[config.mk]
export PLATFORM = sky130hd
export DESIGN_NAME = div_sub_datapath_ctrl
export DESIGN_NICKNAME = d
export VERILOG_FILES = /design/src/rtl/div_sub_datapath_ctrl.sv
export SDC_FILE = /design/constraint.sdc
export NUM_CORES = 1
export LEC_CHECK = 0
export ABC_AREA = 1
export ABC_CLOCK_PERIOD_IN_PS = 1700
export CAP_MARGIN = 20
export CORE_UTILIZATION = 51
export DETAILED_ROUTE_END_ITERATION = 6
export GPL_TIMING_DRIVEN = 1
export PLACE_DENSITY = 0.8
export SLEW_MARGIN = 20
export SYNTH_ARGS = -nofsm -noshare
export SYNTH_HDL_FRONTEND = slang
export SYNTH_SLANG_ARGS = --single-unit
[constraint.sdc]
create_clock -name clk -period 1.7 [get_ports clk]
set_input_delay 0.17 -clock clk [delete_from_list [all_inputs] [get_ports clk]]
set_output_delay 0.17 -clock clk [all_outputs]
set_load 0.005 [all_outputs]
[src/rtl/div_sub_datapath_ctrl.sv]
// -----------------------------------------------------------------------------
// div_sub_datapath_ctrl
//
// Unsigned integer divider built from repeated subtraction. It is the inverse
// companion of the repeated-addition multiplier datapath. The dividend and the
// divisor arrive one after the other on a shared bus. An FSM loads the two
// operands, runs one subtract/count iteration per cycle, and then hands off
// the registered result with a one-cycle done pulse.
//
// Ports:
//   clk        in   rising-edge clock
//   rst        in   synchronous, active-high reset
//   start      in   request a new division; sampled only in IDLE
//   data_in    in   [WIDTH] operand bus: dividend first, then divisor
//   data_valid in   data_in carries an operand this cycle
//   busy       out  high in every state except IDLE
//   done       out  one-cycle pulse; results are valid from this cycle on
//   quotient   out  [WIDTH] registered quotient (all ones on divide-by-zero)
//   remainder  out  [WIDTH] registered remainder (dividend on divide-by-zero)
//   rem_zero   out  registered, remainder == 0
//   div_zero   out  registered, last operation had divisor 0
// -----------------------------------------------------------------------------
module div_sub_datapath_ctrl #(
    parameter int WIDTH = 15
) (
    input  logic             clk,
    input  logic             rst,
    input  logic             start,
    input  logic [WIDTH-1:0] data_in,
    input  logic             data_valid,
    output logic             busy,
    output logic             done,
    output logic [WIDTH-1:0] quotient,
    output logic [WIDTH-1:0] remainder,
    output logic             rem_zero,
    output logic             div_zero
);

    typedef enum logic [2:0] {
        S_IDLE,
        S_LD_A,
        S_LD_B,
        S_CALC,
        S_DONE
    } state_t;

    state_t state_q, state_d;

    // Working registers: A is the running dividend/remainder, B the divisor,
    // Q the iteration count that becomes the quotient.
    logic [WIDTH-1:0] a_q, b_q, q_q;

    // Subtraction is only allowed when it cannot underflow.
    logic a_ge_b;
    assign a_ge_b = (a_q >= b_q);

    // -------------------------------------------------------------------------
    // Next-state logic
    // -------------------------------------------------------------------------
    always_comb begin
        // NOTE: every variable written here gets a default first, so no path
        // leaves it unassigned and no latch is inferred.
        state_d = state_q;
        unique case (state_q)
            S_IDLE: if (start)      state_d = S_LD_A;
            S_LD_A: if (data_valid) state_d = S_LD_B;
            S_LD_B: if (data_valid) state_d = (data_in == '0) ? S_DONE : S_CALC;
            S_CALC: if (!a_ge_b)    state_d = S_DONE;
            S_DONE:                 state_d = S_IDLE;
            default:                state_d = S_IDLE;
        endcase
    end

    // -------------------------------------------------------------------------
    // State, datapath and result registers
    // -------------------------------------------------------------------------
    always_ff @(posedge clk) begin
        // NOTE: sequential state uses non-blocking assignments so every
        // register samples pre-edge values, independent of statement order.
        if (rst) begin
            state_q   <= S_IDLE;
            a_q       <= '0;
            b_q       <= '0;
            q_q       <= '0;
            quotient  <= '0;
            remainder <= '0;
            rem_zero  <= 1'b0;
            div_zero  <= 1'b0;
        end else begin
            state_q <= state_d;
            unique case (state_q)
                S_IDLE: begin
                    // div_zero describes the previous operation until a new
                    // one is actually accepted.
                    if (start) div_zero <= 1'b0;
                end
                S_LD_A: begin
                    if (data_valid) a_q <= data_in;
                end
                S_LD_B: begin
                    if (data_valid) begin
                        if (data_in != '0) begin
                            b_q <= data_in;
                            q_q <= '0;
                        end else begin
                            // Divide-by-zero skips the loop entirely.
                            quotient  <= '1;
                            remainder <= a_q;
                            rem_zero  <= (a_q == '0);
                            div_zero  <= 1'b1;
                        end
                    end
                end
                S_CALC: begin
                    if (a_ge_b) begin
                        a_q <= a_q - b_q;
                        q_q <= q_q + 1'b1;
                    end else begin
                        quotient  <= q_q;
                        remainder <= a_q;
                        rem_zero  <= (a_q == '0);
                    end
                end
                default: ;
            endcase
        end
    end

    // Both flags decode straight from the state register, so they are
    // glitch-free and line up with the result registers.
    assign busy = (state_q != S_IDLE);
    assign done = (state_q == S_DONE);

endmodule

* Word level (Yosys, flattened, before mapping)
Index checks and enable logic that the tools add are counted.
W data, S select, Z words.
** Cells by class
- $add $sub $neg :: 2
- $lt $le $gt $ge :: 1
- Equal/unequal tests :: 11
- Mux-type cells :: 29
- Reductions and logical operators :: 14
** Operators with widths (count)
- $mux W15 :: 11
- $pmux W15 S2 :: 4
- $logic_not A15 Y1 :: 2
- $reduce_and A4 Y1 :: 4
- $add A15 B1 Y15 const B :: 1
- $ge A15 B15 Y1 :: 1
- $mux W3 :: 5
- $reduce_bool A15 Y1 :: 1
- $sub A15 B15 Y15 :: 1
- $ne A2 B2 Y1 const B :: 7
- $pmux W3 S4 :: 1
- $eq A3 B2 Y1 const B :: 2
- $mux W1 :: 6
- $reduce_and A3 Y1 :: 2
- $reduce_bool A2 Y1 :: 3
- $pmux W1 S2 :: 2
- $eq A3 B1 Y1 const B :: 1
- $eq A3 B3 Y1 const B :: 1
- $logic_not A3 Y1 :: 1
- $reduce_bool A3 Y1 :: 1
** Storage, ports and cells
- Flip-flop bits (word level) :: 80
- Bits of input ports :: 19
- Output and inout port bits :: 34
- Word-level logic and storage cells :: 65

* Logic depth before layout (Yosys ltp)
Gate-level depths: netlist (run 1).
- Word-level depth :: 4
- Mapped depth :: 16
- Depth with buffers taken out :: 15

* Worst setup path after synthesis (run 1)
OpenSTA, ideal clock, no wires.
- Path kind :: register to register
- From :: reg a_q[0]
- To :: reg a_q[6]
- Setup time :: 0.132 ns
- Arrival time :: 1.693 ns
- Required time :: 1.568 ns
- Setup slack :: -0.125 ns
- Stages on the path, launching flop included :: 14
- Path buffers :: 0
- Clock period less this slack :: 1.825 ns
- Path through :: dfxtp_1 -> inv_1 -> ha_1 -> inv_1 -> fa_1 -> nand2_1 -> nand2_1 -> nand3_1 -> nand2_1 -> or2_2 -> nand3_1 -> o21ai_0 -> nand2_1 -> a21oi_1
** Between the ends
- Word-level cells in the longest chain between the ends :: 3
- Elaborated cells on any way between the ends :: 6
- Classes of those cells :: add/sub (1); order compare (1); eq/ne (1); mux (2); reduce/logical (1)
** Ends and longest elaborated chain
- from (decl) :: line 51 : logic [WIDTH-1:0] a_q, b_q, q_q;
- from (signal assigned) :: line 98 : if (data_valid) a_q <= data_in;
- from (signal assigned) :: line 116 : a_q <= a_q - b_q;
- $sub A15 B15 Y15 or $ge A15 B15 Y1 (tied branches) :: line 116, 55
- $mux W15 or $ne A2 B2 Y1 (tied branches)
- $pmux W15 S2 or $reduce_and A3 Y1 (tied branches)
Parallel ways exist; a longest one is shown, timed or not. The select of a mux whose other input is x is not followed.
A chain may end at the register's enable or synchronous reset.

* Worst setup path after layout (run 1)
- From :: reg b_q[14]
- To :: reg a_q[9]
** Between the ends
- Word-level cells in the longest chain between the ends :: 3
** Ends and longest elaborated chain
- from (decl) :: line 51
- from (signal assigned) :: line 103 : b_q <= data_in;
- $ge A15 B15 Y1 :: line 55 : assign a_ge_b = (a_q >= b_q);
- $ne A2 B2 Y1 (no source line)
- $reduce_and A3 Y1 (no source line)
Every way passes these cells.

==> reports/metrics.csv, run 1 <==
metric;value;unit
hold_viol;0;
synth_ff_type;dfxtp_1;
seq_area;1640;µm²
cts_tree;built;
worstMarginPinSlew;0.499;ns
postRouteWirelength;16300;µm
antenna_found_initial;0;
cap_violations;0;
fillers;484;
vias;5401;
final-setup-viol-count;65;
max_freq;488;MHz
ys_seq_elements;80;
critPathMaxFanout;6;
timing.rr.start;b_q[14];
fin_crit_sh;121;%
synthArstFlopShare;0;%
yosys.area.top_type;dfxtp_1;
cts_buffer_depth;2;
failed_checks;setup timing;
grt_max_degree;37;
slew-limit-headroom;66.7;%
multiInputGateArea;3050;µm²
io_pins;53;
criticalPathCategory;flip-flop to flip-flop;
postLayoutCoreUtil;82.8;%
cpPeakStageDelay;0.36;ns
drt_iter0_markers;364;
cp_slowest_cell;dfxtp_2;
slew_violations;0;
ys_seq_area_share;35.5;%
cts_buffers;9;
start_util;53.9;%
stdcell_area;6940;µm²
die_area;9240;µm²
nNetsFinal;866;
status;finished, violations left;
core-area;8380;µm²
netlist_instances;672;
htree_levels;3;
hpwl;9560;µm
finalWorstSetupSlack;-0.350;ns
place_congestion;0.916;
post-route-min-period;2.05;ns
p_per_area;1700;nW/µm²
path_cells;inv_2 > ha_4 > nand2_2 > nor2_4 > and3_4 > nand2_4 > nand3_4 > nand2_8 > buf_12 > nand2_8 > o21ai_1 > nor2_1 > nor2_1;
routedWlPerCell;17.4;µm
area_growth;53.7;%
cts.sinks;80;
port-buffer-count;52;
worstPathArrival;2.31;ns
grt_pass1_vias;5022;
synth.area.top_cells;dfxtp_1 35%, nand2_1 13%, a21oi_1 8.6%, inv_1 7.5%, o21ai_0 6.0%;
postRouteAntennaNets;0;
critPathLaunch;b_q[14];
syn_area;4520;µm²
grt.total_usage;33.3;%
synth-edff-count;0;
start_kind;flip-flop;
drt-pass1-iter-count;5;
yosysUniqueCellTypes;36;
syn-num-nets;708;
rsz0062_at_grt;true;
clk_pin_slew;0.10;ns
post-place-ws;-0.280;ns
drc;0;
yosys_warnings;0;
yosysTopAreaCellShare;35.5;%
hold_class;input pin to flip-flop;
postSynthAreaPerCell;6.72;µm²
clk_latency;0.37;ns
rows;33;
n_antenna_cell;0;
p_leak;2.90;nW
avgViaCountPerCell;5.75;
cts_hold_buf;0;
cts_root_buf;clkbuf_8;
grt_pass1_wl;23400;µm
setup_tns;-14.14;ns
fp.dieW;96.1;µm
drive_gt1_share;37.2;%
grt-ovfl-total;0;
fin_skew;0.0118;ns
min_from;data_in[4];
die_h;96.1;µm
worstPathRequired;1.96;ns
end_kind;flip-flop;
dpl_cell_area;5970;µm²
vdd_drop_max;0.903;mV
[flip-flops by register name, summed over array words and instances (netlist names)]
signal and flops:
a_q 15, b_q 15, div_zero 1, q_q 15, quotient 15, rem_zero 1
remainder 15, state_q 3
[cell usage in the layout, fill, tap and decap left out, types with 2 or more instances in the layout]
master,n
ha_4,15
o21ai_0,30
buf_4,105
inv_6,2
xnor2_1,2
dfxtp_4,4
nand3_2,14
nand2_4,11
nand3_4,2
nand4_1,22
o21ai_1,19
clkbuf_8,10
clkinv_4,2
inv_2,18
o22ai_1,2
nor2_2,6
buf_12,8
clkdlybuf4s50_1,52
inv_8,2
a21oi_1,49
nand2_1,122
nand2_8,4
buf_6,5
a21oi_2,31
nand2_2,28
dfxtp_1,58
o21ai_2,5
nor3_1,6
nand3_1,30
xor2_1,5
nor2_4,6
nor2_1,47
or2_2,4
inv_1,75
nor4_1,2
dfxtp_2,18
[area by class of cell]
| cell class | instances | share of cell area, % |
|---|---|---|
| Timing Repair inverter | 1 | 0.0541 |
| Multi-Input combinational cell | 473 | 43.9 |
| Tap cell | 105 | 1.89 |
| Timing Repair Buffer | 171 | 22.2 |
| Inverter | 94 | 5.26 |
| Clock inverter | 6 | 1.08 |
| Sequential cell | 80 | 23.6 |
| Clock buffer | 10 | 1.98 |
[cells by family after synthesis]
family                   count (synthesis)  synth area share (%)
adder cells (fa/ha/maj)                 17                  4.88
flip-flops                              80                  35.5
XOR/XNOR                                 7                  1.36
AO/OA/AOI/OAI                          138                  15.6
buffers and inverters                  122                  11.6
AND/OR/NAND/NOR                        308                  31.1
[critical path, delay by kind of cell (launching register included)]
kind	cells	cell delay, ns
AND/OR/NAND/NOR	9	0.93
flip-flops	1	0.36
adder cells (fa/ha/maj)	1	0.29
buffers and inverters	2	0.24
AO/OA/AOI/OAI	1	0.11
[stage by stage]
stage,cells,hold slack (ns),power [mW]
4_1_cts,933,0.455,10.5
5_1_grt,940,0.477,12.4
2_1_floorplan,672,0.334,5.89
3_3_place_gp,898,0.434,7.84
6_report,940,0.443,11.8
3_5_place_dp,898,0.440,8.02
[power breakdown]
group	total (mW)	internal [mW]	switching [mW]	leakage (nW)
Combinational	7.81	3.55	4.26	2.14
Sequential	2.46	2.20	0.262	0.659
Clock	1.54	0.740	0.798	0.105
Total	11.8	6.49	5.32	2.90
[synth_stat cells (2+ instances only)]
master,instances
nand2_1,154
buf_6,6
buf_4,3
dfxtp_1,80
o21ai_0,54
nand3_2,3
xor2_1,5
nor3_1,7
nand4_1,22
or2_2,5
nand2_4,4
a21oi_1,78
a21oi_2,2
buf_2,7
clkbuf_2,2
nand3_1,42
ha_1,16
inv_1,90
xnor2_1,2
o22ai_1,2
nand2_2,4
nor4_1,2
inv_2,4
clkbuf_1,9
nor2_1,58
[timing repair]
item,4_1_cts,5_1_grt
resized for setup,97,91
gates cloned,4,1
pin swaps,24,31
endpoints found under the setup margin,66,79
buffers inserted,15,8
[worst paths after layout]
check	end	slack (ns)	depth (start not counted)
min	b_q[4]	0.44	3
min reg2reg	quotient[5]	0.46	2
max reg2reg	a_q[9]	-0.35	13
max	a_q[9]	-0.35	13
[routing by layer]
| layer | global-route usage [%] | routed length (µm) | vias to the layer above |
|---|---|---|---|
| met5 | 0 | 0 | - |
| met4 | 18.5 | 944 | 0 |
| met3 | 4.66 | 1230 | 91 |
| met2 | 57.7 | 7850 | 330 |
| met1 | 39.5 | 6310 | 2474 |
| li1 | - | - | 2506 |
No activity file was read; power rests on OpenSTA's default activity.
==> run 2: changes to the inputs <==
- CTS_CLUSTER_DIAMETER: not set -> 200
- SLEW_MARGIN: 20 -> 40
==> results of run 2 <==
Same layout as run 1: the final DEF is identical, and so are final timing and power.
